### config.mk
export PLATFORM = sky130hd
export DESIGN_NAME = toy_valu_drain_ctrl_flat
export DESIGN_NICKNAME = d
export VERILOG_FILES = /design/src/rtl/toy_valu_drain_ctrl_if.sv /design/src/rtl/toy_valu_drain_ctrl.sv /design/src/flat_wrapper.sv
export SDC_FILE = /design/constraint.sdc
export NUM_CORES = 1
export LEC_CHECK = 0
export ABC_AREA = 1
export CAP_MARGIN = 20
export CELL_PAD_IN_SITES_DETAIL_PLACEMENT = 1
export CELL_PAD_IN_SITES_GLOBAL_PLACEMENT = 1
export CORE_AREA = 2 2 412 414
export CTS_CLUSTER_SIZE = 28
export DETAILED_ROUTE_END_ITERATION = 12
export DIE_AREA = 0 0 414 416
export PLACE_DENSITY_LB_ADDON = 0.3
export SLEW_MARGIN = 30
export SYNTH_ARGS = -nofsm -noshare
export SYNTH_HDL_FRONTEND = slang
export SYNTH_SLANG_ARGS = --single-unit
### constraint.sdc
create_clock -name clk -period 2.86 [get_ports clk]
set_input_delay 0.429 -clock clk [delete_from_list [all_inputs] [get_ports clk]]
set_output_delay 0.429 -clock clk [all_outputs]
set_load 0.03 [all_outputs]
### src/rtl/toy_valu_drain_ctrl_if.sv
// Bundle of the drain controller's command, systolic-array and register-file signals.
// The master side issues commands and supplies rows; the slave side is the controller.
interface toy_valu_drain_ctrl_if #(
    parameter int V_REG_WIDTH = 512,
    parameter int CNT_WIDTH   = 6
);
    logic                   cmd_vld;
    logic                   cmd_rdy;
    logic [CNT_WIDTH-1:0]   cmd_rows;
    logic [4:0]             cmd_rd_base;
    logic                   cmd_relu;
    logic [V_REG_WIDTH-1:0] sa_din;
    logic                   sa_shift_en;
    logic [4:0]             reg_index;
    logic                   reg_wr_en;
    logic                   reg_wr_rdy;
    logic [V_REG_WIDTH-1:0] reg_data;
    logic                   busy;
    logic                   done;

    modport master (
        output cmd_vld, cmd_rows, cmd_rd_base, cmd_relu, sa_din, reg_wr_rdy,
        input  cmd_rdy, sa_shift_en, reg_index, reg_wr_en, reg_data, busy, done
    );

    modport slave (
        input  cmd_vld, cmd_rows, cmd_rd_base, cmd_relu, sa_din, reg_wr_rdy,
        output cmd_rdy, sa_shift_en, reg_index, reg_wr_en, reg_data, busy, done
    );
endinterface

### src/rtl/toy_valu_drain_ctrl.sv
// Drains N rows from the systolic array head, optionally ReLUs each lane, and writes
// them to consecutive vector registers through a one-entry output stage.
module toy_valu_drain_ctrl #(
    parameter int V_REG_WIDTH = 512,
    parameter int LANE_WIDTH  = 32,
    parameter int CNT_WIDTH   = 6
) (
    input  logic                  clk,
    input  logic                  rst_n,
    toy_valu_drain_ctrl_if.slave  io
);

    localparam int NUM_LANES = V_REG_WIDTH / LANE_WIDTH;

    typedef enum logic [1:0] {
        ST_IDLE,
        ST_DRAIN,
        ST_DONE
    } state_e;

    state_e                 state_q, state_d;
    logic [CNT_WIDTH-1:0]   rem_q;
    logic [4:0]             next_idx_q;
    logic                   relu_q;
    logic                   stage_vld_q;
    logic [4:0]             stage_idx_q;
    logic [V_REG_WIDTH-1:0] stage_data_q;
    logic                   cmd_rdy_q;
    logic                   busy_q;
    logic                   done_q;

    logic                   cmd_fire;
    logic                   accepted;
    logic                   load;
    logic [V_REG_WIDTH-1:0] relu_data;

    assign cmd_fire = io.cmd_vld & cmd_rdy_q;
    assign accepted = stage_vld_q & io.reg_wr_rdy;
    // A new row may enter the stage when it is empty or being emptied this cycle.
    assign load     = (state_q == ST_DRAIN) & (rem_q != '0) & (~stage_vld_q | io.reg_wr_rdy);

    // NOTE: every variable gets a default before any conditional write, so no latch is inferred.
    always_comb begin
        relu_data = io.sa_din;
        for (int l = 0; l < NUM_LANES; l++) begin
            if (relu_q && io.sa_din[l*LANE_WIDTH + LANE_WIDTH - 1]) begin
                relu_data[l*LANE_WIDTH +: LANE_WIDTH] = '0;
            end
        end
    end

    always_comb begin
        state_d = state_q;
        unique case (state_q)
            ST_IDLE: begin
                if (cmd_fire) begin
                    state_d = (io.cmd_rows == '0) ? ST_DONE : ST_DRAIN;
                end
            end
            ST_DRAIN: begin
                if ((rem_q == '0) && accepted) begin
                    state_d = ST_DONE;
                end
            end
            ST_DONE:  state_d = ST_IDLE;
            default:  state_d = ST_IDLE;
        endcase
    end

    // NOTE: sequential state uses non-blocking assignments so all registers update together.
    // NOTE: the wide data stage is reset too, because reg_data must read zero during reset.
    always_ff @(posedge clk or negedge rst_n) begin
        if (!rst_n) begin
            state_q      <= ST_IDLE;
            rem_q        <= '0;
            next_idx_q   <= '0;
            relu_q       <= 1'b0;
            stage_vld_q  <= 1'b0;
            stage_idx_q  <= '0;
            stage_data_q <= '0;
            cmd_rdy_q    <= 1'b0;
            busy_q       <= 1'b0;
            done_q       <= 1'b0;
        end else begin
            state_q   <= state_d;
            cmd_rdy_q <= (state_d == ST_IDLE);
            busy_q    <= (state_d != ST_IDLE);
            done_q    <= (state_d == ST_DONE);

            if (cmd_fire) begin
                rem_q      <= io.cmd_rows;
                next_idx_q <= io.cmd_rd_base;
                relu_q     <= io.cmd_relu;
            end

            if (load) begin
                stage_vld_q  <= 1'b1;
                stage_idx_q  <= next_idx_q;
                stage_data_q <= relu_data;
                next_idx_q   <= next_idx_q + 5'd1;
                rem_q        <= rem_q - CNT_WIDTH'(1);
            end else if (accepted) begin
                stage_vld_q  <= 1'b0;
            end
        end
    end

    assign io.cmd_rdy     = cmd_rdy_q;
    assign io.sa_shift_en = load;
    assign io.reg_wr_en   = stage_vld_q;
    assign io.reg_index   = stage_idx_q;
    assign io.reg_data    = stage_data_q;
    assign io.busy        = busy_q;
    assign io.done        = done_q;

endmodule

### src/flat_wrapper.sv
// flat-port wrapper written by rule: the top's interface ports become plain ports
module toy_valu_drain_ctrl_flat 
#(
    parameter int V_REG_WIDTH = 512,
    parameter int LANE_WIDTH  = 32,
    parameter int CNT_WIDTH   = 6
)
  (clk, rst_n, io_cmd_vld, io_cmd_rows, io_cmd_rd_base, io_cmd_relu, io_sa_din, io_reg_wr_rdy, io_cmd_rdy, io_sa_shift_en, io_reg_index, io_reg_wr_en, io_reg_data, io_busy, io_done);
  toy_valu_drain_ctrl_if #(.V_REG_WIDTH(V_REG_WIDTH), .CNT_WIDTH(CNT_WIDTH)) io_i ();
  input  logic clk;
  input  logic rst_n;
  input wire logic [$bits(io_i.cmd_vld)-1:0] io_cmd_vld;
  input wire logic [$bits(io_i.cmd_rows)-1:0] io_cmd_rows;
  input wire logic [$bits(io_i.cmd_rd_base)-1:0] io_cmd_rd_base;
  input wire logic [$bits(io_i.cmd_relu)-1:0] io_cmd_relu;
  input wire logic [$bits(io_i.sa_din)-1:0] io_sa_din;
  input wire logic [$bits(io_i.reg_wr_rdy)-1:0] io_reg_wr_rdy;
  output wire logic [$bits(io_i.cmd_rdy)-1:0] io_cmd_rdy;
  output wire logic [$bits(io_i.sa_shift_en)-1:0] io_sa_shift_en;
  output wire logic [$bits(io_i.reg_index)-1:0] io_reg_index;
  output wire logic [$bits(io_i.reg_wr_en)-1:0] io_reg_wr_en;
  output wire logic [$bits(io_i.reg_data)-1:0] io_reg_data;
  output wire logic [$bits(io_i.busy)-1:0] io_busy;
  output wire logic [$bits(io_i.done)-1:0] io_done;
  assign io_i.cmd_vld = io_cmd_vld;
  assign io_i.cmd_rows = io_cmd_rows;
  assign io_i.cmd_rd_base = io_cmd_rd_base;
  assign io_i.cmd_relu = io_cmd_relu;
  assign io_i.sa_din = io_sa_din;
  assign io_i.reg_wr_rdy = io_reg_wr_rdy;
  assign io_cmd_rdy = io_i.cmd_rdy;
  assign io_sa_shift_en = io_i.sa_shift_en;
  assign io_reg_index = io_i.reg_index;
  assign io_reg_wr_en = io_i.reg_wr_en;
  assign io_reg_data = io_i.reg_data;
  assign io_busy = io_i.busy;
  assign io_done = io_i.done;
  toy_valu_drain_ctrl #(.V_REG_WIDTH(V_REG_WIDTH), .LANE_WIDTH(LANE_WIDTH), .CNT_WIDTH(CNT_WIDTH)) u_core (.clk(clk), .rst_n(rst_n), .io(io_i));
endmodule
==> metrics.cfg <==
[outcome]
status=finished clean

[setup_path]
cp_data_arrival_time_ns=2.03
r2r_cells=7
worstPathRequired_ns=2.43
rr_endpoint=u_core.io.reg_data[117]$_DFFE_PN0P_
worstReg2RegStart=u_core.rem_q[0]$_DFFE_PN0P_
critPathLaunch=u_core.rem_q[0]$_DFFE_PN0P_
crit_path_start_kind=register
critPathMaxFanout=10
critPathCapture=io_sa_shift_en
crit_type=reg -> out
critPathCaptureType=output pin
r2r_slack_ns=0.77

[yosys]
synth_area_leaders=dfrtp_1 61%, nand2_1 19%, o21ai_0 5.2%
synth_top_area_cell=dfrtp_1
synth_adder_area_share=0.00172
ys_seq_area_frac=0.614
synth_compound_area_frac=0.138
ys_ff_latch=535
muxShareOfSynthArea=0
ys.flop_type=dfrtp_1
synth_top_family_by_area=simple AND/OR/NAND/NOR gates
synth_most_common_cell=nand2_1
syn-cell-area_um2=21800
synth_top_area_share=0.614
yosysWarnings=0
avgSynthCellArea_um2=9.14
synthesis.nets=2916
synth_edf_count=0
async_reset_ff_frac=1.00
synth-simple-area-share=0.197
yosys-top-cells-count=1100 x nand2_1, 535 x dfrtp_1, 225 x o21ai_0
synthCells=2385
synthXorXnorAreaFrac=0.00201
ys_types=26

[clock_tree]
cts_buffer_depth=3
cts.clk_slew.worst_paths_ns=0.06
clock-sinks=535
cts-buffers-inserted=75
cts.htree.levels=3
clkLatencyLatePin_ns=0.67
cts_setup_buffers=0
cts_tree=built
cts_root_buf=clkbuf_16

[sta]
fin_ws_ns=0.403
hold_violations=0
grt_setup_unrepaired=no
fin_crit_ns=2.46
slew_violations=0
skew_ns=0.0279
whs_ns=0.315
maxSlewHeadroom=0.402
timing.final.crit_share=0.859
setup_tns_ns=0
fmax_mhz=407
worstMarginPinSlew_ns=0.894
finalSetupViolCount=0

[power_and_ir_drop]
peakVddDrop_v=0.000535
p_int_mw=26.2
p_sw_mw=21.8
share_seq_of_total_power=0.278
clock_power_share=0.202
power_switching_share=0.453
powerDensity_nw_per_um2=1280
combinationalPowerShare=0.520
leakagePower_nw=16.2

[die]
start_util=0.130
core_area_um2=168000
io_pins=1050
fp-row-count=151
die_width_um=414
die_h_um=416
die-area_um2=172000

[drt]
vias_per_cell=3.57
drtAntennaViolNets=0
drcViolationCount=0
vias=20400
drt-pass1-iter-count=5
wire_per_inst_um=19.3
finalWirelength_um=110000
drt_iter0_drc=1041

[placed_design]
io_buffers=1049
dp_slack_ns=0.589
dp_hpwl_um=84900
gp_congestion=0.821

[global_routing]
grtUsageTotal=0.126
antenna_found_initial=22
grt_first_pass_wirelength_um=160000
grt_max_degree=104
grt_pass1_vias=21700
grt_overflow_total=0

[layout]
fin_nets=3955
drive_gt1_frac=0.0874
utilization=0.223
fill_cells=19700
syn_to_final_growth_pct=72.3

[worst_hold_path]
min_path_type=in -> reg

[run]
cap_violations=0

## how the worst min path moves through the flow
stage | startpoint | to | slack (ns) | cells past startpoint
2_1_floorplan | rst_n | u_core.io.busy$_DFF_PN0_ | 0.13 | 0
3_3_place_gp | u_core.io.reg_data[358]$_DFFE_PN0P_ | u_core.io.reg_data[358]$_DFFE_PN0P_ | 0.46 | 2
3_5_place_dp | rst_n | u_core.io.reg_data[59]$_DFFE_PN0P_ | 0.47 | 1
4_1_cts | io_sa_din[234] | u_core.io.reg_data[234]$_DFFE_PN0P_ | 0.22 | 3
5_1_grt | io_sa_din[315] | u_core.io.reg_data[315]$_DFFE_PN0P_ | 0.26 | 3
6_report | io_sa_din[36] | u_core.io.reg_data[36]$_DFFE_PN0P_ | 0.31 | 3
## per-layer routing
metal	vias up	track usage	wire, um
li1	9752	-	-
met5	-	0	113
met3	122	0.0476	8940
met2	614	0.213	54800
met4	14	0.0422	2540
met1	9914	0.145	43900
## timing repair
| item | in CTS | in global routing |
|---|---|---|
| resized for setup | 0 | 0 |
| hold buffers | 1 | 0 |
| hold endpoints to repair | 31 | 0 |
## metrics by stage
step / power, mW / area (um2) / instances
floorplan: 27.1 / 21800 / 2385
global placement: 38.6 / 35000 / 5564
detailed placement: 38.9 / 35000 / 5564
CTS: 49.0 / 37500 / 5697
global route: 51.1 / 37600 / 5710
finish: 48.0 / 37600 / 5712
## flip-flops by register name (all words and copies together) (netlist names), 2 cells and up
| register | flops |
|---|---|
| u_core.io.reg_index | 5 |
| u_core.state_q | 2 |
| u_core.io.reg_data | 512 |
| u_core.next_idx_q | 5 |
| u_core.rem_q | 6 |
## area by class of cell
type / instances / area (um2) / share of cell area
antenna: 15 / 37.5 / 0.000999
sequential: 535 / 13400 / 0.356
timing repair buffer: 1129 / 11400 / 0.303
tap: 2218 / 2780 / 0.0739
clock inverter: 17 / 250 / 0.00666
clock buffer: 115 / 2270 / 0.0605
inverter: 22 / 82.6 / 0.00220
multi-input combinational: 1661 / 7390 / 0.197
## cell usage in the layout, fill, tap and decap left out, drive strengths merged
cell,n
o21ai,524
bufinv,5
xnor2,1
clkbuf,115
clkdlybuf4s50,1047
nand3b,1
or2,1
clkinvlp,1
o21a,1
buf,81
nor3,2
nand4,2
clkinv,10
ha,3
xor2,4
inv,23
dfrtp,535
nand3,14
nor2,8
diode,15
dlygate4sd3,1
nand2,1100
## power groups by stage
stage | Sequential [mW] | Combinational (mW) | Clock (mW)
final | 13.3 | 25.0 | 9.69
after global routing | 13.8 | 26.9 | 10.4
after CTS | 13.4 | 25.5 | 10.1
after detailed placement | 13.4 | 25.4 | 0
after global placement | 13.3 | 25.3 | 0
after floorplan | 19.8 | 7.25 | 0
## worst max-delay path, stage by stage (launching register included)
cell     delay, ns
dfrtp_1       0.32
inv_1         0.11
ha_1          0.26
nand3_4       0.13
nand3_4       0.11
inv_2         0.20
buf_4         0.22
## kinds of logic (layout without fill, tap and decap cells)
kind of cell | count (synthesis) | count (layout)
flip-flops | 535 | 535
AO/OA/AOI/OAI | 525 | 525
adder cells (fa/ha/maj) | 3 | 3
buffers and inverters | 189 | 1283
AND/OR/NAND/NOR | 1128 | 1128
other | 0 | 15
XOR/XNOR | 5 | 5
No activity file was read; power rests on OpenSTA's default activity.
==> patch 1: new RTL, same settings <==
The 3 states of `state_e` get a one-hot encoding in 3 bits.
--- a/src/rtl/toy_valu_drain_ctrl.sv
+++ b/src/rtl/toy_valu_drain_ctrl.sv
@@ -12,10 +12,10 @@
 
     localparam int NUM_LANES = V_REG_WIDTH / LANE_WIDTH;
 
-    typedef enum logic [1:0] {
-        ST_IDLE,
-        ST_DRAIN,
-        ST_DONE
+    typedef enum logic [2:0] {
+        ST_IDLE  = 3'b001,
+        ST_DRAIN = 3'b010,
+        ST_DONE  = 3'b100
     } state_e;
 
     state_e                 state_q, state_d;
Behaviour: no difference found for any inputs over 4 cycles, from zero or initial values and one cycle with rst_n low; so few cycles prove little.
==> patch 1 against the original RTL <==
  * Sequential cell count grew 1
  * Final area is 0.67% lower
  * First-iteration DRC count decreased by 14%
  * Hold slack improved by 0.016 ns
  * Worst setup slack got worse by 0.17 ns
  * Routed wire length up 2.0%
  * Critical path depth unchanged
  * Area after synthesis shrank 2.6%
  * Non-clock buffer count unchanged
  * Total power is 9.8% lower
  * Critical endpoint unchanged
==> patch 1: results (changes against the original RTL) <==
{
  "final_cell_count_no_fill": {"value": 5720, "change": "was 5712"},
  "netlist_top_cells_area": {"value": "sky130_fd_sc_hd__dfrtp_1, sky130_fd_sc_hd__nand2_1, sky130_fd_sc_hd__o21ai_0", "change": "unchanged"},
  "total_cell_area_at_the_placement_stage": {"value": 34700, "unit": "µm²", "change": "was 35000 µm²"},
  "power.ir.vdd_worst": {"value": 0.491, "unit": "mV", "change": "was 0.535 mV"},
  "yosysUniqueCellTypes": {"value": 23, "change": "was 26"},
  "cts-resized-gates": {"value": 1, "change": "was 0"},
  "globalRouteTotalUtil": {"value": 0.128, "change": "was 0.126"},
  "first_global_vias": {"value": 21900, "change": "was 21700"},
  "run_status": {"value": "completed", "change": "unchanged"},
  "fillCellCount": {"value": 19600, "change": "was 19700"},
  "seqPwrFrac": {"value": 0.298, "change": "was 0.278"},
  "initialDrtViolationCount": {"value": 895, "change": "was 1041"},
  "grt_start_max_net_pins": {"value": 105, "change": "was 104"},
  "drt_first_pass_iters": {"value": 4, "change": "was 5"},
  "pre_cts_ws": {"value": 0.541, "unit": "ns", "change": "was 0.589 ns"},
  "post-place-cells": {"value": 5568, "change": "was 5564"},
  "netSwitchingPower": {"value": 0.0186, "unit": "W", "change": "was 0.0218 W"},
  "gp_congestion": {"value": 0.770, "change": "was 0.821"},
  "path_max_fanout": {"value": 6, "change": "was 10"},
  "syn_area_per_cell": {"value": 8.89, "unit": "µm²", "change": "was 9.14 µm²"},
  "r2r-start": {"value": "u_core.relu_q$_DFFE_PN0P_", "change": "was u_core.rem_q[0]$_DFFE_PN0P_"},
  "critPathMaxStageDelay": {"value": 0.46, "unit": "ns", "change": "was 0.32 ns"},
  "avgRoutedWirePerCell": {"value": 19.7, "unit": "µm", "change": "was 19.3 µm"},
  "critical-path-slowest-cell": {"value": "sky130_fd_sc_hd__dlygate4sd2_1", "change": "was sky130_fd_sc_hd__dfrtp_1"},
  "layout.core_utilization": {"value": 0.222, "change": "was 0.223"},
  "tightestPinTransition": {"value": 0.823, "unit": "ns", "change": "was 0.894 ns"},
  "crit_arrival": {"value": 2.20, "unit": "ns", "change": "was 2.03 ns"},
  "final_layout_size_suffix_gt1_frac": {"value": 0.0610, "change": "was 0.0874"},
  "commonest_cells_in_the_synthesized_netlist": {"value": "sky130_fd_sc_hd__nand2_1, sky130_fd_sc_hd__dfrtp_1, sky130_fd_sc_hd__o21ai_0", "change": "unchanged"},
  "timing.reg2reg.worst_path_depth": {"value": 4, "change": "was 7"},
  "hold_path_startpoint": {"value": "io_sa_din[221]", "change": "was io_sa_din[36]"},
  "num-nets-final": {"value": 3959, "change": "was 3955"},
  "grt_antenna_before_repair": {"value": 28, "change": "was 22"},
  "worst_clock_skew": {"value": 0.0294, "unit": "ns", "change": "was 0.0279 ns"},
  "powerClk": {"value": 0.00978, "unit": "W", "change": "was 0.00969 W"},
  "syn_nets": {"value": 2920, "change": "was 2916"},
  "hpwlAfterDp": {"value": 87200, "unit": "µm", "change": "was 84900 µm"},
  "first_pass_grt_wire_length": {"value": 161000, "unit": "µm", "change": "was 160000 µm"}
}
## patch 1: cell count changes after synthesis, sizes merged, moves of 2 or more
cell,change
buf,-4
inv,+3
nand2,-6
or2,+2
nand4,+3
nor2,+2
clkbuf,+5
## patch 1: path summary, 6_finish.rpt
path                                                       end  slack (ns)
min reg2reg                u_core.io.reg_data[177]$_DFFE_PN0P_        0.48
max reg2reg                u_core.io.reg_data[390]$_DFFE_PN0P_        0.75
min                        u_core.io.reg_data[221]$_DFFE_PN0P_        0.33
max in group asynchronous  u_core.io.reg_data[312]$_DFFE_PN0P_        1.56
max                                             io_sa_shift_en        0.23
min in group asynchronous  u_core.io.reg_data[510]$_DFFE_PN0P_        0.35
## patch 1: cell type report
cell class | instances | share of cell area
clock buffer | 112 | 0.0605
timing repair buffer | 1129 | 0.306
antenna | 12 | 0.000805
inverter | 25 | 0.00251
clock inverter | 27 | 0.00872
sequential | 536 | 0.360
multi-input combinational | 1661 | 0.188
tap | 2218 | 0.0744
## patch 1: per-layer routing
layer | up-vias | part of all wire | track usage
met5 | - | 0.00036 | 0
met1 | 9835 | 0.38 | 0.138
li1 | 9746 | - | -
met2 | 617 | 0.52 | 0.230
met3 | 156 | 0.081 | 0.0509
met4 | 6 | 0.022 | 0.0366
## patch 1: critical path, delay by kind of cell, from the launching register on
family,cells,cell delay [ns]
and+or+nand+nor,3,0.45
buffers and inverters,2,0.54
adders and majority gates,1,0.25
DFF,1,0.32
## patch 1: cell families after synthesis
kind of cell,Yosys count,share of synthesized area
AND/OR/NAND/NOR,1128,0.202
flip-flops,536,0.631
AO/OA/AOI/OAI,526,0.124
buffers and inverters,193,0.0393
XOR/XNOR,5,0.00206
adder cells (fa/ha/maj),2,0.00118
==> patch 2: new RTL, same settings <==
Without the edit above. `CNT_WIDTH` is set to 6 in 3 places; all go to 4.
--- a/src/rtl/toy_valu_drain_ctrl_if.sv
+++ b/src/rtl/toy_valu_drain_ctrl_if.sv
@@ -2,7 +2,7 @@
 // The master side issues commands and supplies rows; the slave side is the controller.
 interface toy_valu_drain_ctrl_if #(
     parameter int V_REG_WIDTH = 512,
-    parameter int CNT_WIDTH   = 6
+    parameter int CNT_WIDTH   = 4
 );
     logic                   cmd_vld;
     logic                   cmd_rdy;
--- a/src/rtl/toy_valu_drain_ctrl.sv
+++ b/src/rtl/toy_valu_drain_ctrl.sv
@@ -3,7 +3,7 @@
 module toy_valu_drain_ctrl #(
     parameter int V_REG_WIDTH = 512,
     parameter int LANE_WIDTH  = 32,
-    parameter int CNT_WIDTH   = 6
+    parameter int CNT_WIDTH   = 4
 ) (
     input  logic                  clk,
     input  logic                  rst_n,
--- a/src/flat_wrapper.sv
+++ b/src/flat_wrapper.sv
@@ -3,7 +3,7 @@
 #(
     parameter int V_REG_WIDTH = 512,
     parameter int LANE_WIDTH  = 32,
-    parameter int CNT_WIDTH   = 6
+    parameter int CNT_WIDTH   = 4
 )
   (clk, rst_n, io_cmd_vld, io_cmd_rows, io_cmd_rd_base, io_cmd_relu, io_sa_din, io_reg_wr_rdy, io_cmd_rdy, io_sa_shift_en, io_reg_index, io_reg_wr_en, io_reg_data, io_busy, io_done);
   toy_valu_drain_ctrl_if #(.V_REG_WIDTH(V_REG_WIDTH), .CNT_WIDTH(CNT_WIDTH)) io_i ();
Ports: changed (resized io_cmd_rows); port bits go from 1050 to 1048. The function was not compared with the original's and may differ.
==> patch 2 against the original RTL <==
  * Synthesized cell count down 0.84%
  * Final area down 1.4%
  * Sequential cell count down 2
  * Clock power up 0.5%
  * Total power down 1.6%
  * Routed wire length up 3.5%
  * Area after synthesis down 3.6%
  * Worst setup slack worse by 0.097 ns
  * Core utilization down 0.31 points
  * Clock skew up 0.0026 ns
  * Sequential share of layout area up 0.37 points
  * Critical endpoint unchanged
==> patch 2: results (changes against the original RTL) <==
{
  "yosys.area_share.xor_xnor": {"value": 0.000833, "change": "was 0.00201"},
  "synthAdderAreaFrac": {"value": 0.00119, "change": "was 0.00172"},
  "num-multi-input-gates": {"value": 1647, "change": "was 1661"},
  "seq_area_frac_synth": {"value": 0.634, "change": "was 0.614"},
  "netlist_top_cells_area": {"value": "sky130_fd_sc_hd__dfrtp_1, sky130_fd_sc_hd__nand2_1, sky130_fd_sc_hd__o21ai_0", "change": "unchanged"},
  "postRouteWirelength": {"value": 114000, "unit": "µm", "change": "was 110000 µm"},
  "static_leakage": {"value": 16.1, "unit": "nW", "change": "was 16.2 nW"},
  "met2WireLength": {"value": 55900, "unit": "µm", "change": "was 54800 µm"},
  "report.power.total": {"value": 0.0472, "unit": "W", "change": "was 0.0480 W"},
  "fillCellCount": {"value": 19600, "change": "was 19700"},
  "first_pass_grt_wire_length": {"value": 162000, "unit": "µm", "change": "was 160000 µm"},
  "hold_slack": {"value": 0.322, "unit": "ns", "change": "was 0.315 ns"},
  "hold_path_startpoint": {"value": "io_sa_din[304]", "change": "was io_sa_din[36]"},
  "power.clock.fraction": {"value": 0.206, "change": "was 0.202"},
  "run_status": {"value": "completed", "change": "unchanged"},
  "layout.core_utilization": {"value": 0.220, "change": "was 0.223"},
  "setup_slack": {"value": 0.306, "unit": "ns", "change": "was 0.403 ns"},
  "power.ir.vdd_worst": {"value": 0.511, "unit": "mV", "change": "was 0.535 mV"},
  "dr_total_vias": {"value": 20200, "change": "was 20400"},
  "synth-seq-cells": {"value": 533, "change": "was 535"},
  "power.combinational.total": {"value": 0.0243, "unit": "W", "change": "was 0.0250 W"},
  "cts_inserted_buffers": {"value": 74, "change": "was 75"},
  "clkCellAreaFrac": {"value": 0.0687, "change": "was 0.0671"},
  "placement.io_buffers": {"value": 1047, "change": "was 1049"},
  "critPathMaxStageDelay": {"value": 0.37, "unit": "ns", "change": "was 0.32 ns"},
  "crit_arrival": {"value": 2.13, "unit": "ns", "change": "was 2.03 ns"},
  "post-place-cells": {"value": 5541, "change": "was 5564"},
  "num-nets-final": {"value": 3928, "change": "was 3955"},
  "commonest_cells_in_the_synthesized_netlist": {"value": "sky130_fd_sc_hd__nand2_1, sky130_fd_sc_hd__dfrtp_1, sky130_fd_sc_hd__o21ai_0", "change": "unchanged"},
  "final_layout_size_suffix_gt1_frac": {"value": 0.0607, "change": "was 0.0874"},
  "first_global_vias": {"value": 21600, "change": "was 21700"},
  "worst_clock_skew": {"value": 0.0305, "unit": "ns", "change": "was 0.0279 ns"},
  "postSynthCellCount": {"value": 2365, "change": "was 2385"}
}
[patch 2: changes by cell type after synthesis, sizes merged, moves of 2 or more]
cell | unedited run | this run
nand2 | 1100 | 1092
nand3 | 14 | 11
nand4 | 2 | 5
nor2 | 8 | 11
xor2 | 4 | 1
clkbuf | 98 | 122
buf | 69 | 45
inv | 21 | 17
dfrtp | 535 | 533
o21ai | 524 | 519
[patch 2: timing repair]
action,CTS,global route
hold buffers,1,0
setup buffers,0,0
hold endpoints to repair,43,0
[patch 2: routing by layer]
| layer | track usage | vias to the layer above |
|---|---|---|
| met4 | 0.0500 | 14 |
| met3 | 0.0461 | 154 |
| li1 | - | 9670 |
| met2 | 0.217 | 618 |
| met1 | 0.151 | 9716 |
| met5 | 0.00445 | - |
[patch 2: cell families after synthesis]
kind of cell | count (synthesis)
AOI/OAI and AO/OA | 521
DFF | 533
buffers and inverters | 185
adders and majority gates | 2
and+or+nand+nor | 1122
xor gates and xnor gates | 2
